### config.mk
export PLATFORM = sky130hd
export DESIGN_NAME = spm_arbiter_flat
export DESIGN_NICKNAME = d
export VERILOG_FILES = /design/src/rtl/spm_arbiter_if.sv /design/src/rtl/spm_arbiter.sv /design/src/flat_wrapper.sv
export SDC_FILE = /design/constraint.sdc
export NUM_CORES = 1
export LEC_CHECK = 0
export ABC_CLOCK_PERIOD_IN_PS = 3000
export CAP_MARGIN = 10
export CORE_UTILIZATION = 30
export DETAILED_ROUTE_END_ITERATION = 6
export PLACE_DENSITY = 0.77
export SLEW_MARGIN = 20
export SYNTH_ARGS = -nofsm -noshare
export SYNTH_HDL_FRONTEND = slang
export SYNTH_SLANG_ARGS = --single-unit
### constraint.sdc
create_clock -name clock -period 3 [get_ports clock]
set_input_delay 0.45 -clock clock [delete_from_list [all_inputs] [get_ports clock]]
set_output_delay 0.45 -clock clock [all_outputs]
set_load 0.01 [all_outputs]
### src/rtl/spm_arbiter_if.sv
// spm_arbiter_if: requester, response and ScratchPadMem signals of the two-port scratchpad arbiter.
// Optional rsp*_err signals exist only when SPM_ARB_ALIGN_CHECK_EN is defined.
interface spm_arbiter_if #(parameter int ADDR_W = 32, parameter int DATA_W = 32);
    logic              req0_valid, req0_ready, req0_we;
    logic [ADDR_W-1:0] req0_addr;
    logic [3:0]        req0_be;
    logic [DATA_W-1:0] req0_wdata;
    logic              rsp0_valid;
    logic [DATA_W-1:0] rsp0_rdata;
    logic              req1_valid, req1_ready, req1_we;
    logic [ADDR_W-1:0] req1_addr;
    logic [3:0]        req1_be;
    logic [DATA_W-1:0] req1_wdata;
    logic              rsp1_valid;
    logic [DATA_W-1:0] rsp1_rdata;
`ifdef SPM_ARB_ALIGN_CHECK_EN
    logic              rsp0_err, rsp1_err;
`endif
    logic [ADDR_W-1:0] mem_rdAddress, mem_wrAddress;
    logic [DATA_W-1:0] mem_rdData, mem_wrData;
    logic [3:0]        mem_wrEnable;

    modport slave (
`ifdef SPM_ARB_ALIGN_CHECK_EN
        output rsp0_err, rsp1_err,
`endif
        input  req0_valid, req0_we, req0_addr, req0_be, req0_wdata,
        input  req1_valid, req1_we, req1_addr, req1_be, req1_wdata, mem_rdData,
        output req0_ready, rsp0_valid, rsp0_rdata, req1_ready, rsp1_valid, rsp1_rdata,
        output mem_rdAddress, mem_wrAddress, mem_wrData, mem_wrEnable
    );
    modport master (
`ifdef SPM_ARB_ALIGN_CHECK_EN
        input  rsp0_err, rsp1_err,
`endif
        output req0_valid, req0_we, req0_addr, req0_be, req0_wdata,
        output req1_valid, req1_we, req1_addr, req1_be, req1_wdata, mem_rdData,
        input  req0_ready, rsp0_valid, rsp0_rdata, req1_ready, rsp1_valid, rsp1_rdata,
        input  mem_rdAddress, mem_wrAddress, mem_wrData, mem_wrEnable
    );
endinterface

### src/rtl/spm_arbiter.sv
// spm_arbiter: two-port arbiter for the single-port ScratchPadMem with a port-1 starvation limit.
// Define SPM_ARB_ALIGN_CHECK_EN to reject misaligned transfers with an error response.
module spm_arbiter #(
    parameter int ADDR_W   = 32,
    parameter int DATA_W   = 32,
    parameter int MAX_WAIT = 4
) (
    input logic         clock,
    input logic         reset,
    spm_arbiter_if.slave bus
);
    logic [3:0]        wait_cnt;
    logic              starve, g0, g1, we, rd, wr, mis;
    logic [ADDR_W-1:0] addr, rd_addr_q, wr_addr_q;
    logic [DATA_W-1:0] wdata, wr_data_q, rdata;
    logic [3:0]        be;
    logic              rsp_pend, rsp_owner, rsp_rd, rsp_err;

    always_comb begin
        starve = wait_cnt == 4'(MAX_WAIT);
        // Gating with reset keeps every combinational output at 0 while reset is held.
        g0 = reset & bus.req0_valid & ~(bus.req1_valid & starve);
        g1 = reset & bus.req1_valid & (~bus.req0_valid | starve);
        addr = g1 ? bus.req1_addr : bus.req0_addr;
        we = g1 ? bus.req1_we : bus.req0_we;
        be = g1 ? bus.req1_be : bus.req0_be;
        wdata = g1 ? bus.req1_wdata : bus.req0_wdata;
`ifdef SPM_ARB_ALIGN_CHECK_EN
        mis = addr[1:0] != 2'b00;
`else
        mis = 1'b0;
`endif
        rd = (g0 | g1) & ~we;
        wr = (g0 | g1) & we;
        bus.req0_ready = g0;
        bus.req1_ready = g1;
        bus.mem_rdAddress = rd ? addr : rd_addr_q;
        bus.mem_wrAddress = wr ? addr : wr_addr_q;
        bus.mem_wrData = wr ? wdata : wr_data_q;
        bus.mem_wrEnable = (wr & ~mis) ? be : 4'b0000;
        rdata = (rsp_rd & ~rsp_err) ? bus.mem_rdData : '0;
        bus.rsp0_valid = rsp_pend & ~rsp_owner;
        bus.rsp1_valid = rsp_pend & rsp_owner;
        bus.rsp0_rdata = bus.rsp0_valid ? rdata : '0;
        bus.rsp1_rdata = bus.rsp1_valid ? rdata : '0;
`ifdef SPM_ARB_ALIGN_CHECK_EN
        bus.rsp0_err = bus.rsp0_valid & rsp_err;
        bus.rsp1_err = bus.rsp1_valid & rsp_err;
`endif
    end

    always_ff @(posedge clock or negedge reset) begin
        if (!reset) begin
            wait_cnt <= 4'd0;
            rd_addr_q <= '0;
            wr_addr_q <= '0;
            wr_data_q <= '0;
            rsp_pend <= 1'b0;
            rsp_owner <= 1'b0;
            rsp_rd <= 1'b0;
            rsp_err <= 1'b0;
        end else begin
            wait_cnt <= (bus.req1_valid & ~g1) ? (starve ? wait_cnt : wait_cnt + 4'd1) : 4'd0;
            if (rd) rd_addr_q <= addr;
            if (wr) begin
                wr_addr_q <= addr;
                wr_data_q <= wdata;
            end
            rsp_pend <= g0 | g1;
            rsp_owner <= g1;
            rsp_rd <= ~we;
            rsp_err <= mis;
        end
    end
endmodule

### src/flat_wrapper.sv
// flat-port wrapper written by rule: the top's interface ports become plain ports
module spm_arbiter_flat 
#(
    parameter int ADDR_W   = 32,
    parameter int DATA_W   = 32,
    parameter int MAX_WAIT = 4
)
  (clock, reset, bus_req0_valid, bus_req0_we, bus_req0_addr, bus_req0_be, bus_req0_wdata, bus_req1_valid, bus_req1_we, bus_req1_addr, bus_req1_be, bus_req1_wdata, bus_mem_rdData, bus_req0_ready, bus_rsp0_valid, bus_rsp0_rdata, bus_req1_ready, bus_rsp1_valid, bus_rsp1_rdata, bus_mem_rdAddress, bus_mem_wrAddress, bus_mem_wrData, bus_mem_wrEnable);
  spm_arbiter_if #(.ADDR_W(ADDR_W), .DATA_W(DATA_W)) bus_i ();
  input logic clock;
  input logic reset;
  input wire logic [$bits(bus_i.req0_valid)-1:0] bus_req0_valid;
  input wire logic [$bits(bus_i.req0_we)-1:0] bus_req0_we;
  input wire logic [$bits(bus_i.req0_addr)-1:0] bus_req0_addr;
  input wire logic [$bits(bus_i.req0_be)-1:0] bus_req0_be;
  input wire logic [$bits(bus_i.req0_wdata)-1:0] bus_req0_wdata;
  input wire logic [$bits(bus_i.req1_valid)-1:0] bus_req1_valid;
  input wire logic [$bits(bus_i.req1_we)-1:0] bus_req1_we;
  input wire logic [$bits(bus_i.req1_addr)-1:0] bus_req1_addr;
  input wire logic [$bits(bus_i.req1_be)-1:0] bus_req1_be;
  input wire logic [$bits(bus_i.req1_wdata)-1:0] bus_req1_wdata;
  input wire logic [$bits(bus_i.mem_rdData)-1:0] bus_mem_rdData;
  output wire logic [$bits(bus_i.req0_ready)-1:0] bus_req0_ready;
  output wire logic [$bits(bus_i.rsp0_valid)-1:0] bus_rsp0_valid;
  output wire logic [$bits(bus_i.rsp0_rdata)-1:0] bus_rsp0_rdata;
  output wire logic [$bits(bus_i.req1_ready)-1:0] bus_req1_ready;
  output wire logic [$bits(bus_i.rsp1_valid)-1:0] bus_rsp1_valid;
  output wire logic [$bits(bus_i.rsp1_rdata)-1:0] bus_rsp1_rdata;
  output wire logic [$bits(bus_i.mem_rdAddress)-1:0] bus_mem_rdAddress;
  output wire logic [$bits(bus_i.mem_wrAddress)-1:0] bus_mem_wrAddress;
  output wire logic [$bits(bus_i.mem_wrData)-1:0] bus_mem_wrData;
  output wire logic [$bits(bus_i.mem_wrEnable)-1:0] bus_mem_wrEnable;
  assign bus_i.req0_valid = bus_req0_valid;
  assign bus_i.req0_we = bus_req0_we;
  assign bus_i.req0_addr = bus_req0_addr;
  assign bus_i.req0_be = bus_req0_be;
  assign bus_i.req0_wdata = bus_req0_wdata;
  assign bus_i.req1_valid = bus_req1_valid;
  assign bus_i.req1_we = bus_req1_we;
  assign bus_i.req1_addr = bus_req1_addr;
  assign bus_i.req1_be = bus_req1_be;
  assign bus_i.req1_wdata = bus_req1_wdata;
  assign bus_i.mem_rdData = bus_mem_rdData;
  assign bus_req0_ready = bus_i.req0_ready;
  assign bus_rsp0_valid = bus_i.rsp0_valid;
  assign bus_rsp0_rdata = bus_i.rsp0_rdata;
  assign bus_req1_ready = bus_i.req1_ready;
  assign bus_rsp1_valid = bus_i.rsp1_valid;
  assign bus_rsp1_rdata = bus_i.rsp1_rdata;
  assign bus_mem_rdAddress = bus_i.mem_rdAddress;
  assign bus_mem_wrAddress = bus_i.mem_wrAddress;
  assign bus_mem_wrData = bus_i.mem_wrData;
  assign bus_mem_wrEnable = bus_i.mem_wrEnable;
  spm_arbiter #(.ADDR_W(ADDR_W), .DATA_W(DATA_W), .MAX_WAIT(MAX_WAIT)) u_core (.clock(clock), .reset(reset), .bus(bus_i));
endmodule
==> run metrics, run 1 <==
total nets after synthesis 604; vias in the first global route 4911; total routing resource utilization after global routing 18.8%; Post-Syn Area per Cell 12.7 µm²; Core Footprint 17500 µm²; Arr. time, crit path 2.52 ns; final cycle utilization of the critical path 98.8%; final global-route overflow total 0; CP required 2.55 ns; kind of end point of the critical path output pin; maximum number of pins on one net before global-route repair 74; leakage 4.51 nW; largest fanout of any net on the critical path 18; run status completed; Worst Max-Slew Pin Slew 0.927 ns; clock tree from TritonCTS yes; path type of the worst min-delay path input pin to asynchronous set/reset pin; number of search-and-repair iterations in the first detailed-routing pass 4; clock input transition at the sequential cells of the worst setup and hold paths 0.07 ns; final number of hold-violating endpoints 0; worst supply voltage drop on vdd 0.286 mV; detail-routed via count per cell 4.48; die area 18600 µm²; category of the most critical setup path register to output pin; Final setup viols 0; Antenna Cells 0; total length of routed wires 18400 µm; Final HPWL DP 12600 µm; final cell count without fillers 1060; fmax 337 MHz; cell row count 48; share of post-route cells with drive strength above 1 38.6%; unrepaired setup endpoints after global routing true; number of synthesized register bits 103; final-report max-slew violation count 0; routed length per placed instance 17.4 µm; number of instances in the synthesized netlist 428; instance count after placement with tap cells included 998; wire length of the first global-routing pass 26400 µm; number of buffers inserted by port buffering 341; area growth from synthesis to layout 84.3%; cell area after technology mapping 5430 µm²; Via Count 4749; CTS Root Cell clkbuf_16; initial core utilization 31.1%; tightest hold margin 0.185 ns; Vert. Die Dim 137 µm; startpoint type of the worst setup path register; portion of the post-synthesis area used by sequential elements 47.5%; IO Pins 342; initial antenna violation count 0; violation count after the first detailed-routing iteration 141; number of design rule violations left after detail routing 0; summed negative setup slack over all endpoints 0 ns; distinct cell type count after synthesis 28; Clock H-tree levels 3; Layout Nets 1006; final worst path period need 2.97 ns; Yosys warning count 0; routability congestion estimate 0.749; headroom to the max-slew limit 38.2%; number of clock buffers inserted by TritonCTS 9; Post-Route Skew 0.0122 ns; worst-skew pair later-pin latency 0.35 ns; horizontal extent of the die 137 µm; Sink Count 103; Max-Cap Viols 0; DRT antenna net count 0; number of buffers on the longest clock path 2; Power Dens Cells 494 nW/µm²
placed cells by master, fill, tap and decap left out, types with 2 or more instances in the layout:
cell and instances:
clkbuf_2 33, clkdlybuf4s50_1 240, inv_2 2, xnor2_1 2, nand2_1 36, mux2_4 101, a21boi_2 2, buf_4 50
nand2b_1 2, mux2_2 46, a21oi_1 3, clkdlybuf4s15_2 2, dfrtp_1 103, buf_6 10, buf_2 35, inv_6 2
clkbuf_16 10, clkdlybuf4s15_1 13, buf_8 2, dlymetal6s2s_1 4, nor2_1 70, dlygate4sd2_1 10, mux2i_1 5, inv_1 3
buf_12 10, mux2_1 13, buf_16 8
per-stage QoR:
step | worst slack (ns) | total power [mW] | area [µm²] | util [%]
after floorplan | 0.514 | 2.69 | 5430 | -
after global placement | -0.218 | 3.81 | 9270 | 53.0
after detailed placement | -0.212 | 3.84 | 9270 | 53.0
after CTS | -0.0702 | 4.97 | 9880 | 56.6
after global routing | -0.0815 | 5.22 | 10000 | 57.2
final | 0.0348 | 4.94 | 10000 | 57.2
report_power, final:
group	switching [mW]	internal (mW)	leakage (nW)
registers	0.106	1.71	1.22
logic	0.791	1.17	3.15
clock network	0.572	0.585	0.138
total	1.47	3.47	4.51
repair_timing:
item / CTS / global route
cloned: 7 / 1
pin swaps: 4 / 3
gates resized for setup: 268 / 128
endpoints found under the setup margin: 100 / 100
hold buffers: 0 / 0
setup buffers: 15 / 23
critical path, cell delays in order (launching register included):
cell and delay [ns]:
dfrtp_1 0.39, inv_2 0.08, ha_4 0.13, nand3b_1 0.13
a21oi_4 0.19, buf_6 0.14, buf_12 0.16, mux2_2 0.38
mux2_4 0.27, dlygate4sd2_1 0.29
logic make-up after synthesis:
group                      share of synthesized area, %
buffers and inverters                              3.83
AOI/OAI and AO/OA                                  1.38
DFF                                                47.5
and+or+nand+nor                                    8.27
muxes                                              38.3
adders and majority gates                         0.461
xor gates and xnor gates                          0.323
layout make-up:
cell class	instances	area, µm²
Fill cell	1485	7470
Timing Repair Buffer	418	4000
Multi-Input combinational cell	293	2840
Sequential cell	103	2580
Tap cell	225	282
Clock buffer	10	229
Clock inverter	6	61.3
Inverter	5	18.8
sequential cells by signal (all words and copies together) (netlist names):
register and flops:
u_core.rsp_rd 1, u_core.wr_addr_q 32, u_core.rsp_owner 1, u_core.wr_data_q 32, u_core.rd_addr_q 32, u_core.wait_cnt 4, u_core.rsp_pend 1
synthesized netlist by cell type:
cell | number | area (µm²)
and3b_1 | 1 | 8.76
mux2_2 | 33 | 372
a21oi_1 | 3 | 15.0
nor2_1 | 70 | 263
clkbuf_1 | 8 | 30.0
nand3b_1 | 1 | 7.51
nand2b_1 | 2 | 12.5
inv_1 | 5 | 18.8
buf_1 | 2 | 7.51
mux2_4 | 60 | 901
and2_1 | 1 | 6.26
xnor2_1 | 2 | 17.5
mux2_1 | 67 | 754
ha_1 | 2 | 25.0
nand2_1 | 36 | 135
nor3_1 | 1 | 5.00
buf_8 | 6 | 90.1
buf_2 | 10 | 50.1
a21boi_1 | 2 | 15.0
buf_6 | 1 | 11.3
nor2b_1 | 1 | 6.26
a32oi_1 | 1 | 8.76
nand3_1 | 1 | 5.00
mux2i_1 | 5 | 50.1
a32o_1 | 2 | 20.0
dfrtp_1 | 103 | 2580
o21a_1 | 1 | 7.51
a21oi_2 | 1 | 8.76
path summary, 6_finish.rpt:
check | slack [ns] | to | from | depth (start not counted)
hold reg to reg | 0.49 | u_core.wr_data_q[1] | u_core.wr_data_q[1] | 1
min in group clock | 0.49 | u_core.wr_data_q[1] | u_core.wr_data_q[1] | 1
setup / recovery | 0.03 | bus_mem_wrAddress[16] | u_core.wait_cnt[0] | 9
setup reg to reg | 0.88 | u_core.rd_addr_q[7] | u_core.wait_cnt[0] | 10
hold / removal | 0.19 | u_core.wait_cnt[3] | reset | 2
max in group asynchronous | 2.01 | u_core.wr_addr_q[4] | reset | 2
metal layers:
layer  share of wire (%)  GRT usage, %  routed length (µm)  vias to the layer above
met3                  10          7.19                1860                       17
li1                    -             -                   -                     2262
met1                  40          22.4                7370                     2253
met4                 1.1          4.44                 203                        0
met2                  49          31.8                8960                      217
met5                   0             0                   0                        -
Note: power is estimated with default switching activity, not from simulation.
==> inputs of run 2 (changes only) <==
Settings changed: GPL_TIMING_DRIVEN set to 0.
==> run 2 against run 1 <==
Net effect:
- the run now ends with setup timing left
- clock skew decreased by 0.0036 ns
- total power increased by 2.2%
- sequential power about the same
- first-iteration DRC count decreased by 27%
- critical endpoint is now bus_mem_wrData[8]
- hold slack got worse by 0.16 ns
==> run metrics, run 2 (synthesis results as in run 1) <==
Max-Cap Viols 0; Power Dens Cells 504 nW/µm²; startpoint type of the worst setup path register; CTS Root Cell clkbuf_16; vias in the first global route 4787; number of clock buffers inserted by TritonCTS 9; clock tree from TritonCTS yes; R2R depth 13; cell row count 48; Cell Area, Placed 9150 µm²; worst-skew pair later-pin latency 0.34 ns; number of buffers on the longest clock path 2; Via Count 4679; die area 18600 µm²; Final HPWL DP 12900 µm; headroom to the max-slew limit 70.1%; category of the most critical setup path register to output pin; Sink Count 103; path type of the worst min-delay path input pin to asynchronous set/reset pin; leakage 4.44 nW; total power 5.05 mW; origin of the critical flop-to-flop path u_core.wait_cnt[1]; launch point of the critical path u_core.wait_cnt[1]; commonest non-fill, non-tap cells in the layout clkdlybuf4s50_1, dfrtp_1, mux2_4; run status complete, but fails checks; final number of hold-violating endpoints 0; Final Worst Setup Slack -0.0658 ns; instance count after placement with tap cells included 995; maximum number of pins on one net before global-route repair 65; Layout Nets 998; number of search-and-repair iterations in the first detailed-routing pass 4; Finished Cell Area 10000 µm²; tightest hold margin 0.0247 ns; kind of end point of the critical path output pin; Antenna Cells 0; summed negative setup slack over all endpoints -0.740 ns; failing checks setup timing; initial antenna violation count 0; CP required 2.55 ns; IO Pins 342; initial core utilization 31.1%; Worst Max-Slew Pin Slew 0.449 ns; largest fanout of any net on the critical path 6; violation count after the first detailed-routing iteration 103; Core Footprint 17500 µm²; unrepaired setup endpoints after global routing true; post-route core utilization 57.3%; Clock H-tree levels 3; minimum setup slack among reg-to-reg paths 0.62 ns; Largest regs u_core.rd_addr_q (32), u_core.wr_addr_q (32), u_core.wr_data_q (32); horizontal extent of the die 137 µm; final-report max-slew violation count 0; final global-route overflow total 0; share of post-route cells with drive strength above 1 37.0%; fmax 326 MHz; area growth from synthesis to layout 84.3%; Vert. Die Dim 137 µm; Final setup viols 17; most common library cell in the layout ignoring fill and taps clkdlybuf4s50_1; final cycle utilization of the critical path 102%; worst supply voltage drop on vdd 0.381 mV; total routing resource utilization after global routing 18.6%; routed length per placed instance 16.9 µm; Post-Route Skew 0.00858 ns; wire length of the first global-routing pass 26200 µm; clock input transition at the sequential cells of the worst setup and hold paths 0.08 ns; total length of routed wires 17800 µm; number of buffers inserted by port buffering 341; worst slack after detailed placement -0.856 ns; routability congestion estimate 0.738; final worst path period need 3.07 ns; number of design rule violations left after detail routing 0; DRT antenna net count 0; final cell count without fillers 1051; worst reg2reg path endpoint u_core.wr_data_q[20]; Arr. time, crit path 2.62 ns; detail-routed via count per cell 4.45
-- run 2: final cells by class --
| class | instances | area [µm²] |
|---|---|---|
| Clock buffer | 9 | 225 |
| Sequential cell | 103 | 2580 |
| Multi-Input combinational cell | 293 | 2760 |
| Fill cell | 1469 | 7470 |
| Inverter | 5 | 18.8 |
| Clock inverter | 6 | 82.6 |
| Buffer | 23 | 256 |
| Timing Repair Buffer | 387 | 3810 |
| Tap cell | 225 | 282 |
-- run 2: how the worst max path moves through the flow --
| stage | slack, ns | to |
|---|---|---|
| after CTS | -0.06 | bus_mem_wrData[15] |
| after detailed placement | -0.86 | bus_mem_rdAddress[5] |
| after global routing | -0.15 | bus_mem_wrData[15] |
| final | -0.07 | bus_mem_wrData[8] |
| after floorplan | 0.51 | bus_mem_rdAddress[10] |
| after global placement | -4.74 | bus_mem_rdAddress[5] |
-- run 2: worst max-delay path, stage by stage (launching register included) --
cell and delay [ns]:
dfrtp_1 0.37, inv_2 0.06, ha_4 0.15, nand3b_1 0.16
a21oi_4 0.09, buf_6 0.13, buf_6 0.10, a32o_2 0.24
buf_12 0.14, buf_12 0.14, buf_12 0.12, buf_16 0.13
mux2_4 0.31, buf_6 0.12
-- run 2: where the power goes --
group	internal [mW]	switching [mW]	leakage (nW)
Combinational	1.21	0.810	3.07
Sequential	1.71	0.0934	1.22
Clock	0.659	0.558	0.146
-- run 2: per-layer routing --
| metal | wire, µm | track usage [%] | vias up |
|---|---|---|---|
| met5 | 0 | 0 | - |
| met4 | 93 | 3.27 | 0 |
| met3 | 1760 | 6.81 | 8 |
| met2 | 8910 | 32.4 | 211 |
| met1 | 7030 | 22.0 | 2217 |
| li1 | - | - | 2243 |
-- run 2: what timing repair did --
item                       in CTS  in global routing
gates resized for setup       423                 81
setup endpoints to repair     101                100
hold buffers                    0                  0
setup buffers                  27                 14
pin swaps                       4                  5
gates cloned                    5                  3
==> inputs of run 3 (changes only) <==
Settings changed: GPL_TIMING_DRIVEN 0 to unset, SETUP_SLACK_MARGIN set to 0.1.
==> run 3 against run 2 <==
Net effect:
- the run still ends with setup timing left
- die area is the same
- hold slack gained 0.16 ns
- global-route usage is 0.41 points higher
- design area up 5.3%
- non-clock buffer count is 20 higher
- sequential cell count did not move
- wire length rose by 10%
- critical path depth is 2 lower
- critical endpoint is now bus_mem_rdAddress[18]
- largest cell class unchanged
==> run metrics, run 3 (synthesis results as in run 1) <==
run status complete, but fails checks; failing checks setup timing; switching part of the total 29.4%; Post-Route Skew 0.0141 ns; number of design rule violations left after detail routing 0; cell row count 48; share of post-route cells with drive strength above 1 40.6%; final global-route overflow total 0; area growth from synthesis to layout 94.2%; die area 18600 µm²; Core Footprint 17500 µm²; post-route met1 wirelength 7810 µm; Final Worst Setup Slack -0.0253 ns; Cell Area, Placed 9270 µm²; Power Dens Cells 496 nW/µm²; final cycle utilization of the critical path 101%; net switching power figure 1.54 mW; routability congestion estimate 0.749; commonest non-fill, non-tap cells in the layout clkdlybuf4s50_1, mux2_4, dfrtp_1; number of clock buffers inserted by TritonCTS 9; violation count after the first detailed-routing iteration 113; Max-Cap Viols 0; path type of the worst min-delay path input pin to asynchronous set/reset pin; clock input transition at the sequential cells of the worst setup and hold paths 0.07 ns; topmost layer with routed signal wires met4; DRT antenna net count 0; minimum setup slack among reg-to-reg paths 0.68 ns; R2R depth 12; clock tree from TritonCTS yes; number of buffers on the longest clock path 2; total power 5.23 mW; Finished Cell Area 10500 µm²; origin of the critical flop-to-flop path u_core.wait_cnt[0]; Largest regs u_core.rd_addr_q (32), u_core.wr_addr_q (32), u_core.wr_data_q (32); worst-skew pair later-pin latency 0.36 ns; leakage 4.71 nW; fmax 331 MHz; headroom to the max-slew limit 39.0%; total routing resource utilization after global routing 19.0%; instance count after placement with tap cells included 998; detail-routed via count per cell 4.55; Final setup viols 21; CP required 2.55 ns; startpoint type of the worst setup path register; initial antenna violation count 0; final cell count without fillers 1072; Final HPWL DP 12600 µm; count of filler cells inserted in the layout 1414; DR WL met2 9700 µm; Worst Max-Slew Pin Slew 0.915 ns; Sink Count 103; number of search-and-repair iterations in the first detailed-routing pass 4; horizontal extent of the die 137 µm; Arr. time, crit path 2.58 ns; tightest hold margin 0.185 ns; worst reg2reg path endpoint u_core.wr_addr_q[22]; wire length of the first global-routing pass 26700 µm; register share of total power 34.9%; Hold Buf Count CTS 0; Reg area 2580 µm²; kind of end point of the critical path output pin; unrepaired setup endpoints after global routing true; share of power burned in the clock network 22.3%; area used by multi-input combinational logic 2920 µm²; total length of routed met3 wires 1850 µm; maximum number of pins on one net before global-route repair 74; part of the power in combinational logic 42.9%; most common library cell in the layout ignoring fill and taps clkdlybuf4s50_1; initial core utilization 31.1%; largest fanout of any net on the critical path 7; worst supply voltage drop on vdd 0.318 mV; routed length per placed instance 18.3 µm; post-route core utilization 60.3%; Layout Nets 1018; number of buffers inserted by port buffering 341; Antenna Cells 0; IO Pins 342; category of the most critical setup path register to output pin; Internal 3.69 mW; final number of hold-violating endpoints 0; vias in the first global route 4969; Clock H-tree levels 3; final-report max-slew violation count 0; Vert. Die Dim 137 µm; final worst path period need 3.03 ns; Via Count 4873; total length of routed wires 19600 µm; CTS Root Cell clkbuf_16
-- run 3: cell types whose count changed in the layout (fill, tap and decap cells not counted), moves of 3 or more --
cell             previous run  this run
dlymetal6s2s_1              4         0
mux2_4                     82       117
buf_16                      4         7
dlygate4sd2_1               8        22
clkdlybuf4s15_2             4         0
buf_12                     15        11
buf_2                      36        21
buf_6                      43        67
mux2_1                     26        11
clkbuf_1                    8         1
buf_4                      24        45
clkbuf_16                  12        15
clkbuf_2                   16         7
mux2_2                     52        32
-- run 3: worst max path at each step --
stage / from / end
3_3_place_gp: bus_req1_valid / bus_mem_rdAddress[5]
6_report: u_core.wait_cnt[0] / bus_mem_rdAddress[18]
2_1_floorplan: u_core.wait_cnt[0] / bus_mem_rdAddress[10]
5_1_grt: u_core.wait_cnt[0] / bus_mem_wrData[12]
4_1_cts: u_core.wait_cnt[1] / bus_mem_rdAddress[10]
3_5_place_dp: bus_req1_valid / bus_mem_rdAddress[5]
-- run 3: critical path, cell delays in order, from the launching register on --
cell       delay [ns]
dfrtp_1          0.39
inv_2            0.08
ha_4             0.13
nand3b_1         0.14
a21oi_4          0.21
buf_8            0.19
buf_4            0.14
clkbuf_16        0.13
buf_6            0.09
mux2_4           0.30
mux2_4           0.28
buf_6            0.13
-- run 3: per-layer routing --
layer  global-route usage, %  vias to the layer above
met5                       0                        -
met2                    32.6                      228
li1                        -                     2294
met3                    7.22                       23
met1                    22.3                     2328
met4                    4.51                        0
-- run 3: power groups by stage --
stage	logic, mW	registers [mW]	clock network (mW)
finish	2.24	1.82	1.16
global placement	1.99	1.82	0
CTS	1.98	1.81	1.21
global route	2.38	1.85	1.27
detailed placement	2.01	1.83	0
floorplan	0.892	1.79	0
-- run 3: stage by stage --
step	TNS (ns)	setup slack, ns
detailed placement	-15.80	-0.212
CTS	-0.484	-0.0427
floorplan	0	0.514
global placement	-14.46	-0.218
finish	-0.309	-0.0253
global route	-6.46	-0.152
-- run 3: area by class of cell --
cell class,instances,area share [%]
Clock buffer,10,2.17
Timing Repair Buffer,430,42.2
Sequential cell,103,24.5
Multi-Input combinational cell,293,27.7
Inverter,5,0.178
Clock inverter,6,0.582
Tap cell,225,2.67
-- run 3: timing repair --
action                     CTS  global route
setup buffers               16            29
setup endpoints to repair  100            95
resized for setup          369           155
cloned                       6             7
pin swaps                    5             2
